===== config.mk =====
export PLATFORM = sky130hd
export DESIGN_NAME = seg_scan_driver
export DESIGN_NICKNAME = d
export VERILOG_FILES = /design/src/rtl/seg_pkg.sv /design/src/rtl/seg_hex_decode.sv /design/src/rtl/seg_scan_driver.sv
export SDC_FILE = /design/constraint.sdc
export NUM_CORES = 1
export LEC_CHECK = 0
export ABC_AREA = 1
export CAP_MARGIN = 5
export CORE_ASPECT_RATIO = 0.6
export CORE_MARGIN = 3
export CORE_UTILIZATION = 45
export DETAILED_ROUTE_END_ITERATION = 6
export GPL_ROUTABILITY_DRIVEN = 0
export PLACE_DENSITY = 0.72
export SLEW_MARGIN = 20
export SYNTH_ARGS = -nofsm -noshare
export SYNTH_HDL_FRONTEND = slang
export SYNTH_HIERARCHICAL = 1
export SYNTH_SLANG_ARGS = --single-unit

===== constraint.sdc =====
create_clock -name clk -period 4.8 [get_ports clk]
set_input_delay 0.96 -clock clk [delete_from_list [all_inputs] [get_ports clk]]
set_output_delay 0.96 -clock clk [all_outputs]
set_load 0.005 [all_outputs]

===== src/rtl/seg_pkg.sv =====
// rtl/seg_pkg.sv - shared constants and helpers for the seven-segment scan driver
package seg_pkg;

    // Hex glyphs, bit order {g,f,e,d,c,b,a}, segment-on = 1.
    localparam logic [6:0] HEX_SEG [16] = '{
        7'h3F, 7'h06, 7'h5B, 7'h4F, 7'h66, 7'h6D, 7'h7D, 7'h07,
        7'h7F, 7'h6F, 7'h77, 7'h7C, 7'h39, 7'h5E, 7'h79, 7'h71
    };

    // Ceiling log2; clog2(1) = 0.
    function automatic int clog2(input int v);
        int r;
        r = 0;
        for (int i = 0; i < 31; i++) begin
            if ((1 << i) < v) r = i + 1;
        end
        return r;
    endfunction

    // Slot length must split evenly into 2^bright_bits PWM units.
    function automatic bit params_legal(input int num_digits, input int refresh_div,
                                        input int bright_bits);
        return (num_digits >= 1) && (num_digits <= 16) && (bright_bits >= 1) &&
               (refresh_div >= (1 << bright_bits)) &&
               ((refresh_div % (1 << bright_bits)) == 0);
    endfunction

endpackage


===== src/rtl/seg_hex_decode.sv =====
// rtl/seg_hex_decode.sv - combinational nibble to seven-segment decoder
// Ports:
//   nibble : 4-bit hex value
//   seg    : {g,f,e,d,c,b,a}, 1 = segment on
module seg_hex_decode
    import seg_pkg::*;
(
    input  logic [3:0] nibble,
    output logic [6:0] seg
);

    assign seg = HEX_SEG[nibble];

endmodule


===== src/rtl/seg_scan_driver.sv =====
// rtl/seg_scan_driver.sv - multiplexed seven-segment scan driver with frame-synchronous updates
// Ports:
//   clk, rst            : clock, asynchronous active-high reset
//   digits_in           : packed nibbles, digit i at [4i+3:4i], top digit leftmost
//   dp_in, blank_in     : per-digit decimal point and force-dark
//   lz_suppress_in      : leading-zero suppression enable
//   brightness_in       : PWM level, 0 dimmest, all-ones full on
//   update_in           : load strobe for all display inputs
//   update_ack_out      : pulse when pending data becomes active
//   seg_out, dp_out     : segment {g..a} and decimal point drives
//   an_out              : anode enables
//   frame_tick_out      : pulse after each frame wrap
module seg_scan_driver
    import seg_pkg::*;
#(
    parameter int NUM_DIGITS  = 8,
    parameter int REFRESH_DIV = 25000,
    parameter int BRIGHT_BITS = 3,
    parameter int ACTIVE_LOW  = 1
) (
    input  logic                    clk,
    input  logic                    rst,
    input  logic [4*NUM_DIGITS-1:0] digits_in,
    input  logic [NUM_DIGITS-1:0]   dp_in,
    input  logic [NUM_DIGITS-1:0]   blank_in,
    input  logic                    lz_suppress_in,
    input  logic [BRIGHT_BITS-1:0]  brightness_in,
    input  logic                    update_in,
    output logic                    update_ack_out,
    output logic [6:0]              seg_out,
    output logic                    dp_out,
    output logic [NUM_DIGITS-1:0]   an_out,
    output logic                    frame_tick_out
);

    localparam int   SW   = (clog2(REFRESH_DIV) < 1) ? 1 : clog2(REFRESH_DIV);
    localparam int   DW   = (NUM_DIGITS > 1) ? clog2(NUM_DIGITS) : 1;
    localparam int   MW   = BRIGHT_BITS + SW + 1;
    localparam int   UNIT = REFRESH_DIV >> BRIGHT_BITS;
    localparam logic INV  = (ACTIVE_LOW != 0);

    if (!params_legal(NUM_DIGITS, REFRESH_DIV, BRIGHT_BITS)) begin : g_param_check
        $error("seg_scan_driver: illegal NUM_DIGITS/REFRESH_DIV/BRIGHT_BITS");
    end

    logic [SW-1:0] slot_cnt;
    logic [DW-1:0] digit_idx;
    logic          slot_end;
    logic          wrap;

    logic [4*NUM_DIGITS-1:0] pend_digits, act_digits;
    logic [NUM_DIGITS-1:0]   pend_dp, act_dp;
    logic [NUM_DIGITS-1:0]   pend_blank, act_blank;
    logic                    pend_lz, act_lz;
    logic [BRIGHT_BITS-1:0]  pend_bright, act_bright;
    logic                    pend_valid;

    assign slot_end = (slot_cnt == SW'(REFRESH_DIV - 1));
    assign wrap     = slot_end && (digit_idx == DW'(NUM_DIGITS - 1));

    always_ff @(posedge clk or posedge rst) begin
        if (rst) begin
            slot_cnt  <= '0;
            digit_idx <= '0;
        end else if (slot_end) begin
            slot_cnt  <= '0;
            digit_idx <= (digit_idx == DW'(NUM_DIGITS - 1)) ? '0 : digit_idx + 1'b1;
        end else begin
            slot_cnt  <= slot_cnt + 1'b1;
        end
    end

    // The wrap transfer reads pending before this edge; a strobe on the same
    // cycle reloads pending and keeps pend_valid set for the following wrap.
    always_ff @(posedge clk or posedge rst) begin
        if (rst) begin
            pend_digits    <= '0;
            pend_dp        <= '0;
            pend_blank     <= '0;
            pend_lz        <= 1'b0;
            pend_bright    <= '0;
            pend_valid     <= 1'b0;
            act_digits     <= '0;
            act_dp         <= '0;
            act_blank      <= '0;
            act_lz         <= 1'b0;
            act_bright     <= '0;
            update_ack_out <= 1'b0;
            frame_tick_out <= 1'b0;
        end else begin
            if (wrap && pend_valid) begin
                act_digits <= pend_digits;
                act_dp     <= pend_dp;
                act_blank  <= pend_blank;
                act_lz     <= pend_lz;
                act_bright <= pend_bright;
            end
            if (update_in) begin
                pend_digits <= digits_in;
                pend_dp     <= dp_in;
                pend_blank  <= blank_in;
                pend_lz     <= lz_suppress_in;
                pend_bright <= brightness_in;
                pend_valid  <= 1'b1;
            end else if (wrap) begin
                pend_valid  <= 1'b0;
            end
            update_ack_out <= wrap && pend_valid;
            frame_tick_out <= wrap;
        end
    end

    // Leading-zero run is taken on raw digit values, so blanking does not end it.
    logic [NUM_DIGITS-1:0] suppress;
    logic                  zero_run;

    always_comb begin
        suppress = '0;
        zero_run = 1'b1;
        for (int i = NUM_DIGITS - 1; i >= 0; i--) begin
            zero_run = zero_run && (act_digits[4*i +: 4] == 4'h0);
            if (i != 0) suppress[i] = act_lz && zero_run;
        end
    end

    logic [3:0] cur_nibble;
    logic       cur_dp;
    logic       cur_visible;

    always_comb begin
        cur_nibble  = 4'h0;
        cur_dp      = 1'b0;
        cur_visible = 1'b0;
        for (int i = 0; i < NUM_DIGITS; i++) begin
            if (digit_idx == DW'(i)) begin
                cur_nibble  = act_digits[4*i +: 4];
                cur_dp      = act_dp[i];
                cur_visible = !act_blank[i] && !suppress[i];
            end
        end
    end

    logic [6:0] dec_seg;

    seg_hex_decode u_decode (
        .nibble (cur_nibble),
        .seg    (dec_seg)
    );

    // Slot 0 is always dark so anode hand-over never overlaps two digits.
    logic [MW-1:0]         on_len;
    logic                  lit;
    logic [NUM_DIGITS-1:0] an_nxt;
    logic [6:0]            seg_nxt;
    logic                  dp_nxt;

    assign on_len  = (MW'(act_bright) + MW'(1)) * MW'(UNIT);
    assign lit     = cur_visible && (slot_cnt != '0) && (MW'(slot_cnt) < on_len);
    assign an_nxt  = lit ? (NUM_DIGITS'(1) << digit_idx) : '0;
    assign seg_nxt = lit ? dec_seg : 7'h00;
    assign dp_nxt  = lit && cur_dp;

    always_ff @(posedge clk or posedge rst) begin
        if (rst) begin
            an_out  <= {NUM_DIGITS{INV}};
            seg_out <= {7{INV}};
            dp_out  <= INV;
        end else begin
            an_out  <= an_nxt ^ {NUM_DIGITS{INV}};
            seg_out <= seg_nxt ^ {7{INV}};
            dp_out  <= dp_nxt ^ INV;
        end
    end

endmodule

### After elaboration in Yosys (flattened, before gate mapping)

Memory sizes are Yosys's and may differ from the RTL's.
Index checks and enable logic that the tools add are counted.
Widths: inputs -> output; s select.

| operators by class | value |
|---|---|
| $mul | 1 |
| multiplexer cells | 32 |
| add/sub/neg operators | 3 |
| shift-type cells | 1 |
| divide/modulo/power cells | 0 |
| magnitude comparators | 2 |
| reduce and logical (&&, ||, !) cells | 50 |
| bitwise logic cells | 4 |
| eq/ne operators | 8 |

Operators by type and width:

| operator | number |
|---|---|
| $mux 4 | 8 |
| $logic_not 4->1 | 7 |
| $logic_and 1x1->1 | 25 |
| $mux 7 | 3 |
| $mux 1 | 18 |
| $lt 15x16->1 | 1 |
| $mul 4x12->16 const B | 1 |
| $add 15x1->15 const B | 1 |
| $eq 15x15->1 const B | 1 |
| $logic_not 1->1 | 15 |
| $mux 15 | 1 |
| $reduce_bool 15->1 | 1 |
| $eq 3x3->1 const B | 4 |
| $mux 8 | 1 |
| $not 8->8 | 1 |
| $shl 1x3->8 const A | 1 |
| $not 7->7 | 1 |
| $eq 3x2->1 const B | 2 |
| $ge 5x5->1 const B | 1 |
| $not 4->5 | 1 |
| $add 3x1->4 const B | 1 |
| $add 3x1->3 const B | 1 |
| $eq 3x1->1 const B | 1 |
| $logic_not 3->1 | 1 |
| 3 further kinds | 3 |

| word-level totals | value |
|---|---|
| bits of input ports | 55 |
| bits in latches | 0 |
| output and inout port bits | 18 |
| logic and storage cells | 120 |
| RAM bits | 0 |
| memory bits (read-only) | 112 |
| register bits | 141 |
| memories | 1 |

Memories:

| memory | depth | width | read ports | clocked after memory_dff | write ports | RTL line | RTL |
|---|---|---|---|---|---|---|---|
| (name not given) | 16 | 7 | 1 | 0 | 0 | seg_hex_decode.sv:12 | `assign seg = HEX_SEG[nibble];` |

### Logic depth before layout (Yosys ltp)

| depth | value |
|---|---|
| depth in word-level cells | 21 |
| gate-level depth with buffers | 28 |

### Cells and area by module

The synthesis kept the hierarchy.

By module, submodules not included:

| module | area each (sq um) | cells an instance | instances |
|---|---|---|---|
| seg_scan_driver | 7133.1 | 816 | 1 |
| seg_hex_decode | 270.3 | 52 | 1 |

### Worst setup path after synthesis

Ideal clock, no wire load.

| timing path | value |
|---|---|
| path type | register -> register |
| start point | reg act_bright[0] |
| end point | reg an_out[5] |
| arrival | 3997 ps |
| data required time | 4710 ps |
| setup time | 90 ps |
| period minus slack after synthesis | 4087 ps |
| slack | 713 ps |
| cell stages (with the launch flop) | 29 |
| cell sequence | dfrtp_1 buf_4 inv_2 ha_1 ha_1 xor2_1 inv_1 ha_1 a31o_2 ha_1 a21oi_1 o21ai_1 a21oi_1 o21ai_1 nand2_1 nand2_1 xor2_1 ha_1 inv_1 nor3_1 a211oi_1 nand2_1 nand3_1 nand2_1 nand2_1 nand2_1 nand2_2 buf_6 nand4_2 |

| between the ends | value |
|---|---|
| cells in the longest elaborated chain, start to end | 6 |

Ends and longest elaborated chain:

| item | RTL line | RTL |
|---|---|---|
| start: declaration | seg_scan_driver.sv:55 | `logic [BRIGHT_BITS-1:0] pend_bright, act_bright;` |
| start signal: assignment | seg_scan_driver.sv:96 | `act_bright <= pend_bright;` |
| $add 3x1->4 | seg_scan_driver.sv:157 | `assign on_len = (MW'(act_bright) + MW'(1)) * MW'(UNIT);` |
| $mul 4x12->16 | seg_scan_driver.sv:157 |  |
| $lt 15x16->1 | seg_scan_driver.sv:158 | `assign lit = cur_visible && (slot_cnt != '0) && (MW'(slot_cnt) < on_len);` |
| $logic_and 1x1->1 | seg_scan_driver.sv:158 |  |
| $mux 8 | seg_scan_driver.sv:159 | `assign an_nxt = lit ? (NUM_DIGITS'(1) << digit_idx) : '0;` |
| $not 8->8 (no source line) | n/a |  |
| end signal: assignment | seg_scan_driver.sv:165 | `an_out <= {NUM_DIGITS{INV}};` |
| end signal: assignment | seg_scan_driver.sv:169 | `an_out <= an_nxt ^ {NUM_DIGITS{INV}};` |
| end: declaration | seg_scan_driver.sv:32 | `output logic [NUM_DIGITS-1:0] an_out,` |

No other way between the ends.
A chain may end at the register's enable or synchronous reset.

### Worst setup path in the final report

| timing path | value |
|---|---|
| start point | reg act_bright[0] |
| end point | reg an_out[1] |

Same word-level chain as after synthesis.

==> results.cfg <==
[drt]
vias_per_cell = 5.105
vias = 5861
met2WireLength_um = 6546
highest_layer = met4
wl_met1_um = 8799
drt_wl_total_um = 16450
drcViolationCount = 0
drtIter0Drc = 443
met3_length_um = 977
ant_nets = 0
wl_per_cell_um = 14.33
drtPass1Iterations = 7

[synth]
synth-compound-area-share = 0.1230
ys_ff_latch = 141
yosys_warnings = 6
synthesis.area_mm2 = 0.007403
ys_types = 44
synth-simple-area-share = 0.2082
synth_mux_area_frac = 0
synth-xor-area-share = 0.01775
synth_top_family_by_area = simple AND/OR/NAND/NOR gates
syn-instance-count = 868
syn-num-nets = 970
synthAdderAreaFrac = 0.07943
synth_seq_area_share = 0.4793
synth.avg_cell_area_um2 = 8.529

[setup_path]
slowest_delay_ns = 0.49
worstPathRequired_ns = 5.10
arrival_ns = 4.73
r2r_cells = 26
cp_num_cells = 26
path_class = reg2reg
start_kind = flop
timing.critical_path.to = an_out[1]$_DFF_PP1_
r2r-start = act_bright[0]$_DFFE_PP0P_
cpMostUsedCell = nand2_1
worstReg2RegEnd = an_out[1]$_DFF_PP1_
worstSetupEndpointType = flop
path_buf_inv = 3
cp_slowest_cell = dfrtp_2
r2r_setup_slack_ns = 0.38
path_max_fanout = 16
crit_start = act_bright[0]$_DFFE_PP0P_
cp_top_family = adder cells

[finish]
fin_cells = 1148
drive_gt1_frac = 0.1048
layout_commonest_cell = nand2_1
final_cell_mix = nand2_1 (212), dfrtp_1 (124), inv_1 (122), o21ai_0 (96), clkdlybuf4s50_1 (71)
diodes = 0
final_util = 0.5610
area_growth_pct = 19.13
final_nets = 1034

[timing]
slew_headroom = 0.3881
setup_viol = 0
finalHoldViolations = 0
fin_crit_ns = 4.424
max_slew.worst_pin.slew_ns = 0.9082
finalSetupTns_ns = 0
final.period_utilization = 0.9217
fin_skew_ns = 0.01408
whs_ns = 0.4896
max_freq_ghz = 0.2260
slew_violations = 0
rsz0062_at_grt = true

[clocking]
clk_path_buf_depth = 2
cts_setup_buffers = 0
cts_hold_buf = 0
htree_levels = 4
cts.sinks = 141
cts_resized = 0
clk_pin_slew_worst_paths_ns = 0.06
cts-root-buf = clkbuf_16
worstSkewPairLatency_ns = 0.42
numCtsBuffers = 17
cts_tree = done

[grt]
grt_first_pass_wirelength_um = 27580
grt_antenna_before_repair = 0
grt-ovfl-total = 0
grt_max_degree = 96
grt_pass1_vias = 5502
grt_util_all_layers = 0.1897

[min_path]
hp-class = reg2reg
hold_depth = 2

[placement]
dp.cells = 1116
portBuffers = 72
dp_hpwl_um = 11790

[power]
power_leakage_uw = 0.004236
p_total_uw = 2665
power_density_mw_per_mm2 = 302.2
vdd_drop_max_uv = 227.6

[run]
cap_viol_max_count = 0

[floorplan]
ios = 73
dieHeight_um = 105.4
num_rows = 35
coreArea_mm2 = 0.01572
die_area_mm2 = 0.01808
die-width_um = 171.6
start_util = 0.4709

[outcome]
status = finished clean
cells by family (layout without fill, tap and decap cells):
kind of cell / Yosys count / after routing
XOR/XNOR: 15 / 15
flip-flops: 141 / 141
adder cells (fa/ha/maj): 47 / 47
AND/OR/NAND/NOR: 331 / 331
buffers and inverters: 162 / 239
AO/OA/AOI/OAI: 172 / 172
sequential cells by signal, summed over array words and instances (netlist names), 3 cells and up:
| register | cells |
|---|---|
| act_blank | 8 |
| act_bright | 3 |
| seg_out | 7 |
| pend_bright | 3 |
| slot_cnt | 15 |
| digit_idx | 3 |
| pend_blank | 8 |
| pend_digits | 32 |
| pend_dp | 8 |
| an_out | 8 |
| act_dp | 8 |
| act_digits | 32 |
report_power, final:
group | internal, µW | switching, µW
sequential | 1230 | 9.08
clock | 735 | 559
combinational | 58.0 | 76.8
total | 2020 | 645
stage by stage:
stage                     instance area (µm²)  setup slack, ns
after floorplan                          7403          0.08526
after global placement                   8225           0.2084
after detailed placement                 8225           0.1028
after CTS                                8805          0.07129
after global routing                     8820         -0.03382
final                                    8820           0.3760
final cells by class:
| class | count | area [µm²] |
|---|---|---|
| fillers | 1370 | 6902 |
| multi-input cells | 565 | 3183 |
| clock buffers | 18 | 429.2 |
| flip-flops and latches | 141 | 3550 |
| clock inverters | 14 | 150.1 |
| well taps | 203 | 254.0 |
| inverters | 132 | 500.5 |
| repair buffers | 75 | 753.2 |
worst min-delay path by stage:
stage | end | from | slack [ns]
2_1_floorplan | act_blank[0]$_DFFE_PP0P_ | act_blank[0]$_DFFE_PP0P_ | 0.45
6_report | act_dp[6]$_DFFE_PP0P_ | act_dp[6]$_DFFE_PP0P_ | 0.49
3_5_place_dp | act_dp[6]$_DFFE_PP0P_ | act_dp[6]$_DFFE_PP0P_ | 0.47
3_3_place_gp | act_blank[3]$_DFFE_PP0P_ | act_blank[3]$_DFFE_PP0P_ | 0.47
4_1_cts | act_dp[6]$_DFFE_PP0P_ | act_dp[6]$_DFFE_PP0P_ | 0.49
5_1_grt | act_dp[5]$_DFFE_PP0P_ | act_dp[5]$_DFFE_PP0P_ | 0.52
synthesized netlist by cell type (all sizes together):
cell / n / area share
or2: 2 / 0.0017
nor3: 14 / 0.012
o21a: 2 / 0.0020
xnor2: 3 / 0.0035
a31oi: 2 / 0.0017
o22ai: 2 / 0.0017
xor2: 12 / 0.014
o21ai: 132 / 0.089
clkbuf: 17 / 0.0086
a21oi: 20 / 0.014
dfstp: 16 / 0.057
nor2: 39 / 0.023
nand2: 220 / 0.11
a31o: 2 / 0.0024
dfrtp: 125 / 0.42
o211ai: 7 / 0.0071
o31ai: 1 / 0.0010
inv: 132 / 0.067
ha: 47 / 0.079
buf: 13 / 0.017
nand3b: 1 / 0.0010
nand4: 22 / 0.027
o21bai: 1 / 0.0010
o2111ai: 1 / 0.0012
o41ai: 1 / 0.0012
nor3b: 2 / 0.0020
nor4: 4 / 0.0054
nand3: 27 / 0.020
a211oi: 1 / 0.0010
worst register-to-register path, cell delays in order, from the launching register on:
cell and delay, ns:
dfrtp_2 0.49, inv_2 0.16, ha_2 0.34, ha_1 0.23, xor2_1 0.15, inv_1 0.06
ha_1 0.17, a31o_2 0.21, ha_1 0.33, a21oi_1 0.10, o21ai_2 0.20, a21oi_1 0.09
o21ai_1 0.19, nand2_1 0.11, nand2_1 0.09, xor2_1 0.15, ha_1 0.26, inv_1 0.08
nor3_1 0.05, a211oi_1 0.16, nand2_1 0.08, nand3_1 0.06, nand2_1 0.05, nand2_1 0.06
nand2_1 0.08, nand2_4 0.21, nand4_1 0.13
routing by layer:
layer  vias to the layer above  track usage
li1                       2926            -
met4                         0      0.04592
met5                         -            0
met3                        15      0.04573
met2                       167       0.2474
met1                      2753       0.3092
(Power assumes the default switching activity.)
